## src/rtl/mole_game_pkg.sv

```systemverilog
// Shared state encodings and output widths for the mole game; the downstream
// LED stage imports this package too, so keep encodings stable.
package mole_game_pkg;

  localparam int STATE_W = 3;
  localparam int SCORE_W = 8;
  localparam int LIVES_W = 2;
  localparam int TIME_W  = 7;

  typedef enum logic [STATE_W-1:0] {
    ST_IDLE  = 3'd0,
    ST_READY = 3'd1,
    ST_PLAY  = 3'd2,
    ST_OVER  = 3'd3,
    ST_PAUSE = 3'd4,
    ST_CLEAR = 3'd5
  } game_state_e;

  // Score increment that sticks at the all-ones ceiling instead of wrapping.
  function automatic logic [SCORE_W-1:0] score_sat_inc(input logic [SCORE_W-1:0] v);
    return (v == {SCORE_W{1'b1}}) ? v : v + 1'b1;
  endfunction

endpackage

```

## src/rtl/game_down_counter.sv

```systemverilog
// Loadable down-counter behind time_left; load wins over decrement, 1-cycle latency,
// no backpressure. zero_o: a tick now, at count 1, would land the count on zero.
module game_down_counter
  import mole_game_pkg::*;
#(
  parameter int W = TIME_W
) (
  input  logic         clk,
  input  logic         rst,
  input  logic         load_i,
  input  logic [W-1:0] load_val_i,
  input  logic         tick_i,
  input  logic         dec_en_i,
  output logic [W-1:0] count_o,
  output logic         zero_o
);

  logic [W-1:0] count_q;
  logic [W-1:0] count_d;

  always_comb begin
    count_d = count_q;
    if (load_i) begin
      count_d = load_val_i;
    end else if (tick_i && dec_en_i && (count_q != '0)) begin
      count_d = count_q - 1'b1;
    end
  end

  always_ff @(posedge clk or posedge rst) begin
    if (rst) begin
      count_q <= '0;
    end else begin
      count_q <= count_d;
    end
  end

  assign count_o = count_q;
  // Independent of dec_en_i so the FSM can consume it without a combinational loop.
  assign zero_o  = tick_i && (count_q == W'(1));

endmodule

```

## src/rtl/game_state_fsm.sv

```systemverilog
// Whack-a-mole game controller; all outputs registered (1-cycle latency), no backpressure.
// Optional pause/resume state is built only when GAME_PAUSE_EN is defined.
module game_state_fsm
  import mole_game_pkg::*;
#(
  parameter int READY_TICKS = 3,
  parameter int GAME_TICKS  = 60,
  parameter int WIN_SCORE   = 20,
  parameter int LIVES_INIT  = 3
) (
  input  logic               clk,
  input  logic               rst,
  input  logic               start,
  input  logic               pause,
  input  logic               tick,
  input  logic               hit,
  input  logic               miss,
  output logic [STATE_W-1:0] state,
  output logic [SCORE_W-1:0] score,
  output logic [LIVES_W-1:0] lives,
  output logic [TIME_W-1:0]  time_left,
  output logic               mole_en
);

  localparam logic [TIME_W-1:0]  READY_LD = TIME_W'(READY_TICKS);
  localparam logic [TIME_W-1:0]  GAME_LD  = TIME_W'(GAME_TICKS);
  localparam logic [SCORE_W-1:0] WIN_LD   = SCORE_W'(WIN_SCORE);
  localparam logic [LIVES_W-1:0] LIVES_LD = LIVES_W'(LIVES_INIT);

  game_state_e        state_q, state_d;
  logic [SCORE_W-1:0] score_q, score_d;
  logic [LIVES_W-1:0] lives_q, lives_d;
  logic               mole_en_q;

  logic              tl_load;
  logic [TIME_W-1:0] tl_load_val;
  logic              tl_dec_en;
  logic              tl_zero;
  logic [TIME_W-1:0] tl_count;

  game_down_counter #(
    .W (TIME_W)
  ) u_time_left (
    .clk        (clk),
    .rst        (rst),
    .load_i     (tl_load),
    .load_val_i (tl_load_val),
    .tick_i     (tick),
    .dec_en_i   (tl_dec_en),
    .count_o    (tl_count),
    .zero_o     (tl_zero)
  );

`ifdef GAME_PAUSE_EN
  logic pause_req;
  assign pause_req = pause;
`else
  logic pause_req;
  logic unused_pause;
  assign pause_req    = 1'b0;
  assign unused_pause = pause;
`endif

  always_comb begin
    state_d     = state_q;
    score_d     = score_q;
    lives_d     = lives_q;
    tl_load     = 1'b0;
    tl_load_val = '0;
    tl_dec_en   = 1'b0;

    case (state_q)
      ST_IDLE: begin
        if (start) begin
          state_d     = ST_READY;
          score_d     = '0;
          lives_d     = LIVES_LD;
          tl_load     = 1'b1;
          tl_load_val = READY_LD;
        end
      end

      ST_READY: begin
        tl_dec_en = 1'b1;
        if (tl_zero) begin
          state_d     = ST_PLAY;
          tl_load     = 1'b1;
          tl_load_val = GAME_LD;
        end
      end

      ST_PLAY: begin
        tl_dec_en = 1'b1;
        if (hit) begin
          score_d = score_sat_inc(score_q);
        end
        if (miss && (lives_q != '0)) begin
          lives_d = lives_q - 1'b1;
        end
        // A winning hit beats a simultaneous last miss or time-out.
        if (hit && (score_d == WIN_LD)) begin
          state_d = ST_CLEAR;
        end else if ((miss && (lives_q == LIVES_W'(1))) || tl_zero) begin
          state_d = ST_OVER;
        end else if (pause_req) begin
          state_d = ST_PAUSE;
        end
      end

`ifdef GAME_PAUSE_EN
      ST_PAUSE: begin
        if (pause_req) begin
          state_d = ST_PLAY;
        end
      end
`endif

      ST_OVER, ST_CLEAR: begin
        if (start) begin
          state_d = ST_IDLE;
        end
      end

      default: state_d = ST_IDLE;
    endcase
  end

  always_ff @(posedge clk or posedge rst) begin
    if (rst) begin
      state_q   <= ST_IDLE;
      score_q   <= '0;
      lives_q   <= '0;
      mole_en_q <= 1'b0;
    end else begin
      state_q   <= state_d;
      score_q   <= score_d;
      lives_q   <= lives_d;
      mole_en_q <= (state_d == ST_PLAY);
    end
  end

  assign state     = state_q;
  assign score     = score_q;
  assign lives     = lives_q;
  assign time_left = tl_count;
  assign mole_en   = mole_en_q;

endmodule

```

## config.mk

```make
export PLATFORM = sky130hd
export DESIGN_NAME = game_state_fsm
export DESIGN_NICKNAME = d
export VERILOG_FILES = /design/src/rtl/mole_game_pkg.sv /design/src/rtl/game_down_counter.sv /design/src/rtl/game_state_fsm.sv
export SDC_FILE = /design/constraint.sdc
export NUM_CORES = 1
export LEC_CHECK = 0
export CAP_MARGIN = 0
export CORE_MARGIN = 3
export CORE_UTILIZATION = 47
export DETAILED_ROUTE_END_ITERATION = 10
export PLACE_DENSITY = 0.76
export SYNTH_ARGS = -nofsm -noshare
export SYNTH_HDL_FRONTEND = slang
export SYNTH_HIERARCHICAL = 1
export SYNTH_SLANG_ARGS = --single-unit
```

## constraint.sdc

```tcl
create_clock -name clk -period 2.4 [get_ports clk]
set_input_delay 0.48 -clock clk [delete_from_list [all_inputs] [get_ports clk]]
set_output_delay 0.48 -clock clk [all_outputs]
set_load 0.03 [all_outputs]
```

==> out/qor.txt, run 1 <==
setup TNS - 0 ns
initial antenna violation count - 0
Worst setup startpoint - u_time_left/count_o[2]
clock-pin slew on the worst setup and hold paths - 0.12 ns
vias per cell - 5.68
pwr dens - 1020 nW/um^2
largest net degree at the start of global routing - 15
number of synthesized flops with an enable pin - 0
Placer Congestion - 0.883
Routed WL per cell - 14.8 microns
Post-layout nets - 219
Routed Wire Length - 3.66 mm
initial core utilization - 0.514
Top FF cell, synth - dfrtp_1
Die Span Y - 62.1 microns
post_cts resized - 0
#FFs+latches synth - 21
final setup vio count - 0
most frequent cells in the layout - clkdlybuf4s50_1, dfrtp_1, nand2_1
Max clock buf depth - 2
Clock Latency Late Sink - 0.31 ns
final cycle utilization of the critical path - 0.896
crit path capture type - register
Num Clock Sinks - 21
endpoints failing hold - 0
vias in the first global route - 1289
Hold Buf Count CTS - 0
leading area contributor after synthesis - dfrtp_1
CORE AREA - 2880 sq um
synth top area cells - dfrtp_1, ha_1, nand2_1, inv_1, nor2_1
startpoint types - register
grt total ovfl - 0
Via Count - 1402
first-pass GRT wire length - 5.82 mm
Critical Path AT - 2.34 ns
Slew @ Worst Pin - 0.538 ns
relative slew slack - 0.641
post-route ant nets - 0
register area share after synthesis - 0.356
cells after synthesis - 166
Synth async-reset ratio - 1.00
run status - complete, no violations
Syn Area/Cell - 8.90 sq um
area grow syn2layout - 28.3%
crit path kind - register to register
commonest non-fill, non-tap cell in the layout - clkdlybuf4s50_1
skew final - 0.00318 ns
die area - 3850 sq um
CTS root buf - clkbuf_4
Max Cap Viol - 0
Power Total - 1.94 mW
RSZ-0062 raised after global routing - no
Slew Viols, Final - 0
Worst Hold Class - input port to asynchronous set/reset pin
Post-CTS Setup Inserts - 0
area of the multi-input gates - 865 sq um
Netlist Area Pre-Place - 1480 sq um
standard-cell row count - 19
fmax - 465 MHz
number of DRC markers in iteration 0 - 68
Die Wd - 62.1 microns
Top Ports - 28
Leakage Power - 0.799 nW
n_diodes - 0
cts bufs inserted - 3
total track usage - 0.201
Ys Warns - 6
PortBufs - 26
Syn Nets - 179
DRT Pass-1 Iters - 4
share of the synthesized area in the top cell type - 0.356
final core utilization - 0.659
post-route minimum period - 2.15 ns
layout cells sized above 1 - 0.171
Reg-to-Reg Start - u_time_left/count_o[2]
VDD IR max - 0.672 mV
critical path data required time - 2.59 ns
residual DRC count - 0
Synth cell types - 55
TritonCTS clock tree - yes
Seq. cell area - 527 sq um
H-tree depth - 1
fill cell count - 247
Crit Path Max Fanout - 12
HPWL after detailed placement - 2.82 mm
-- stage by stage --
| step | worst slack [ns] | hold WS (ns) | cells | instance area (sq um) |
|---|---|---|---|---|
| 2_1_floorplan | 0.0115 | 0.283 | 166 | 1490 |
| 3_3_place_gp | 0.0110 | 0.510 | 243 | 1870 |
| 3_5_place_dp | -0.0253 | 0.537 | 243 | 1870 |
| 4_1_cts | 0.0664 | 0.449 | 247 | 1890 |
| 5_1_grt | 0.103 | 0.461 | 247 | 1900 |
| 6_report | 0.249 | 0.440 | 247 | 1900 |
-- power breakdown --
group	leakage (nW)	total [mW]	switching, mW	internal, mW
clock	0.0150	0.177	0.112	0.0648
sequential	0.264	0.583	0.124	0.459
combinational	0.520	1.18	0.659	0.516
total	0.799	1.94	0.895	1.04
-- metal layers --
| metal | GRT usage | vias up | share of wire |
|---|---|---|---|
| met5 | 0 | - | 0 |
| met4 | 0.0485 | 0 | 0.0052 |
| met3 | 0.0310 | 2 | 0.036 |
| met2 | 0.300 | 34 | 0.46 |
| met1 | 0.302 | 670 | 0.50 |
| li1 | - | 696 | - |
-- critical path, cell delays in order, from the launching register on --
cell	delay, ns
dfrtp_2	0.42
or4_4	0.55
nor3_2	0.19
o2111ai_1	0.17
a21oi_2	0.16
or2_4	0.21
nor2b_1	0.08
a22oi_1	0.15
nand3_1	0.11
-- final timing paths --
kind / end / slack (ns) / depth (start not counted)
max reg2reg: u_time_left/count_o[0] / 0.25 / 8
min: u_time_left/count_o[6] / 0.44 / 2
min in group clk: lives[0] / 0.55 / 1
min reg2reg: lives[0] / 0.55 / 1
max: u_time_left/count_o[0] / 0.25 / 8
max in group asynchronous: lives[0] / 1.51 / 2
-- flip-flops by register name, summed over array words and instances (netlist names) --
signal               cells
lives                    2
mole_en                  1
score                    8
state                    3
u_time_left/count_o      7
-- final cells by class --
| cell class | count | area share |
|---|---|---|
| Multi-Input combinational cell | 126 | 0.456 |
| Sequential cell | 21 | 0.278 |
| Timing Repair Buffer | 42 | 0.201 |
| Tap cell | 42 | 0.0277 |
| Inverter | 12 | 0.0238 |
| Clock buffer | 4 | 0.0139 |
-- Yosys cell counts (all sizes together) (4+ instances only) --
cell type	instances
o21ai	9
inv	12
a31oi	4
a21oi	6
dfrtp	21
nor3	8
nor2	11
nand2	17
buf	5
ha	6
nand3	7
nand2b	4
nand4	5
-- cell families (layout without fill, tap and decap cells) --
| family | after synthesis | after routing | synth area share |
|---|---|---|---|
| and+or+nand+nor | 72 | 72 | 0.291 |
| AOI/OAI and AO/OA | 42 | 42 | 0.196 |
| DFF | 21 | 21 | 0.356 |
| buffers and inverters | 19 | 58 | 0.0669 |
| adders and majority gates | 6 | 6 | 0.0508 |
| muxes | 4 | 4 | 0.0305 |
| other | 1 | 1 | 0.00254 |
| xor gates and xnor gates | 1 | 1 | 0.00593 |
No activity file was read; power rests on OpenSTA's default activity.
==> run 2: changes to the inputs <==
Settings changed: CAP_MARGIN 0 to default.
==> results of run 2 <==
The final DEF is identical to that of run 1; final timing and power are the same.
==> run 3: changes to the inputs <==
Settings changed: SKIP_CTS_REPAIR_TIMING from default to 1.
Clock period 2.4 ns to 1.9 ns, I/O delays scaled along.
==> run 3 against run 2 <==
The run now ends with setup timing left. Count of clock-buffer cells in the layout stayed put. First-iteration DRC count increased by 93%. Global-route usage is 2.6 points higher. Worst hold slack got worse by 0.12 ns. Setup slack worse by 0.50 ns. Via count grew 14%. Cell count grew 11%. Critical path type unchanged. Largest power group unchanged. Highest routed layer unchanged.
==> out/qor.txt, run 3 (same netlist as run 1, synthesis figures left out) <==
run status - complete, but fails checks
failing checks - setup timing
Slew @ Worst Pin - 0.555 ns
vias per cell - 5.81
Post-layout nets - 247
Leakage Power - 1.20 nW
Setup WS pre-CTS - -0.420 ns
placed cell count - 262
CTS root buf - clkbuf_4
R2R Setup Slk - -0.26 ns
startpoint types - register
Max Cap Viol - 0
Clock Latency Late Sink - 0.31 ns
DR WL met3 - 314 microns
commonest non-fill, non-tap cell in the layout - buf_4
VDD IR max - 0.843 mV
Via Count - 1599
residual DRC count - 0
Routed WL per cell - 16.7 microns
Die Wd - 62.1 microns
fmax - 464 MHz
RR Endpoint - u_time_left/count_o[5]
n_diodes - 0
post-route ant nets - 0
crit path capture type - register
grt total ovfl - 0
CORE AREA - 2880 sq um
H-tree depth - 1
layout cells sized above 1 - 0.361
vias in the first global route - 1403
clock-pin slew on the worst setup and hold paths - 0.13 ns
relative slew slack - 0.630
Crit Path Max Fanout - 5
standard-cell row count - 19
Reg-to-Reg Start - u_time_left/count_o[5]
Routed Wire Length - 4.58 mm
cts bufs inserted - 3
final cell count without fillers - 275
Die Span Y - 62.1 microns
Placer Congestion - 0.898
DRT Pass-1 Iters - 5
critical path data required time - 2.09 ns
HPWL after detailed placement - 3.07 mm
final core utilization - 0.779
Max clock buf depth - 2
crit path kind - register to register
first-pass GRT wire length - 6.44 mm
Worst setup startpoint - u_time_left/count_o[5]
Final WS setup - -0.256 ns
slowest stage delay, CP - 0.57 ns
area grow syn2layout - 51.7%
largest net degree at the start of global routing - 15
initial antenna violation count - 0
final cycle utilization of the critical path - 1.13
Num Clock Sinks - 21
PortBufs - 26
R2R cell count - 8
Worst Hold Class - input port to asynchronous set/reset pin
met1 WL - 1.95 mm
Top Ports - 28
pwr dens - 1280 nW/um^2
number of DRC markers in iteration 0 - 131
hold_ws - 0.322 ns
skew final - 0.0103 ns
Slew Viols, Final - 0
total track usage - 0.227
Largest register FFs - 8
Crit-path slowest cell - or4_4
final setup vio count - 9
TritonCTS clock tree - yes
Detail Route met2 WL - 2.27 mm
endpoints failing hold - 0
RSZ-0062 raised after global routing - yes
highest metal used - met4
Critical Path AT - 2.34 ns
most frequent cell on the critical path - a21oi_2
crit path cell chain - or4_4, nor3_4, o2111ai_2, a21oi_2, or2_4, nand2b_4, a21oi_2, nand3b_1
post-route minimum period - 2.16 ns
die area - 3850 sq um
initial core utilization - 0.514
fill cell count - 192
most frequent cells in the layout - buf_4, dlymetal6s2s_1, nand2_1
run 3: how the worst max path moves through the flow:
stage | endpoint | slack, ns | depth (start not counted)
floorplan | u_time_left/count_o[5] | -0.27 | 10
global placement | mole_en | -0.37 | 6
detailed placement | u_time_left/count_o[0] | -0.42 | 9
CTS | u_time_left/count_o[0] | -0.38 | 8
global route | u_time_left/count_o[3] | -0.34 | 9
finish | u_time_left/count_o[5] | -0.26 | 8
run 3: area by class of cell:
| type | count | area, sq um | area share |
|---|---|---|---|
| multi-input cells | 127 | 946 | 0.422 |
| repair buffers | 69 | 633 | 0.282 |
| flip-flops and latches | 21 | 537 | 0.239 |
| well taps | 42 | 52.6 | 0.0234 |
| inverters | 12 | 47.5 | 0.0212 |
| clock buffers | 4 | 26.3 | 0.0117 |
run 3: per-layer routing:
| layer | GRT usage | vias to the layer above |
|---|---|---|
| met5 | 0 | - |
| met1 | 0.327 | 757 |
| met3 | 0.0269 | 12 |
| met4 | 0.0606 | 0 |
| li1 | - | 751 |
| met2 | 0.359 | 79 |
run 3: worst max-delay path: cells and delay by family (launching register included):
kind	cells	cell delay (ns)
AO/OA/AOI/OAI	3	0.40
AND/OR/NAND/NOR	5	1.21
flip-flops	1	0.42
run 3: metrics by stage:
| step | TNS [ns] | power, mW | instance area, sq um |
|---|---|---|---|
| detailed placement | -3.72 | 2.44 | 2040 |
| floorplan | -1.66 | 1.72 | 1530 |
| CTS | -2.51 | 2.66 | 2060 |
| global route | -2.39 | 3.04 | 2240 |
| finish | -1.59 | 2.88 | 2240 |
| global placement | -2.77 | 2.37 | 2040 |
run 3: power breakdown:
| part | switching (mW) | internal, mW | leakage [nW] | total (mW) |
|---|---|---|---|---|
| Clock | 0.148 | 0.0820 | 0.0150 | 0.230 |
| Sequential | 0.114 | 0.592 | 0.253 | 0.706 |
| Combinational | 1.05 | 0.893 | 0.935 | 1.94 |
| Total | 1.31 | 1.57 | 1.20 | 2.88 |
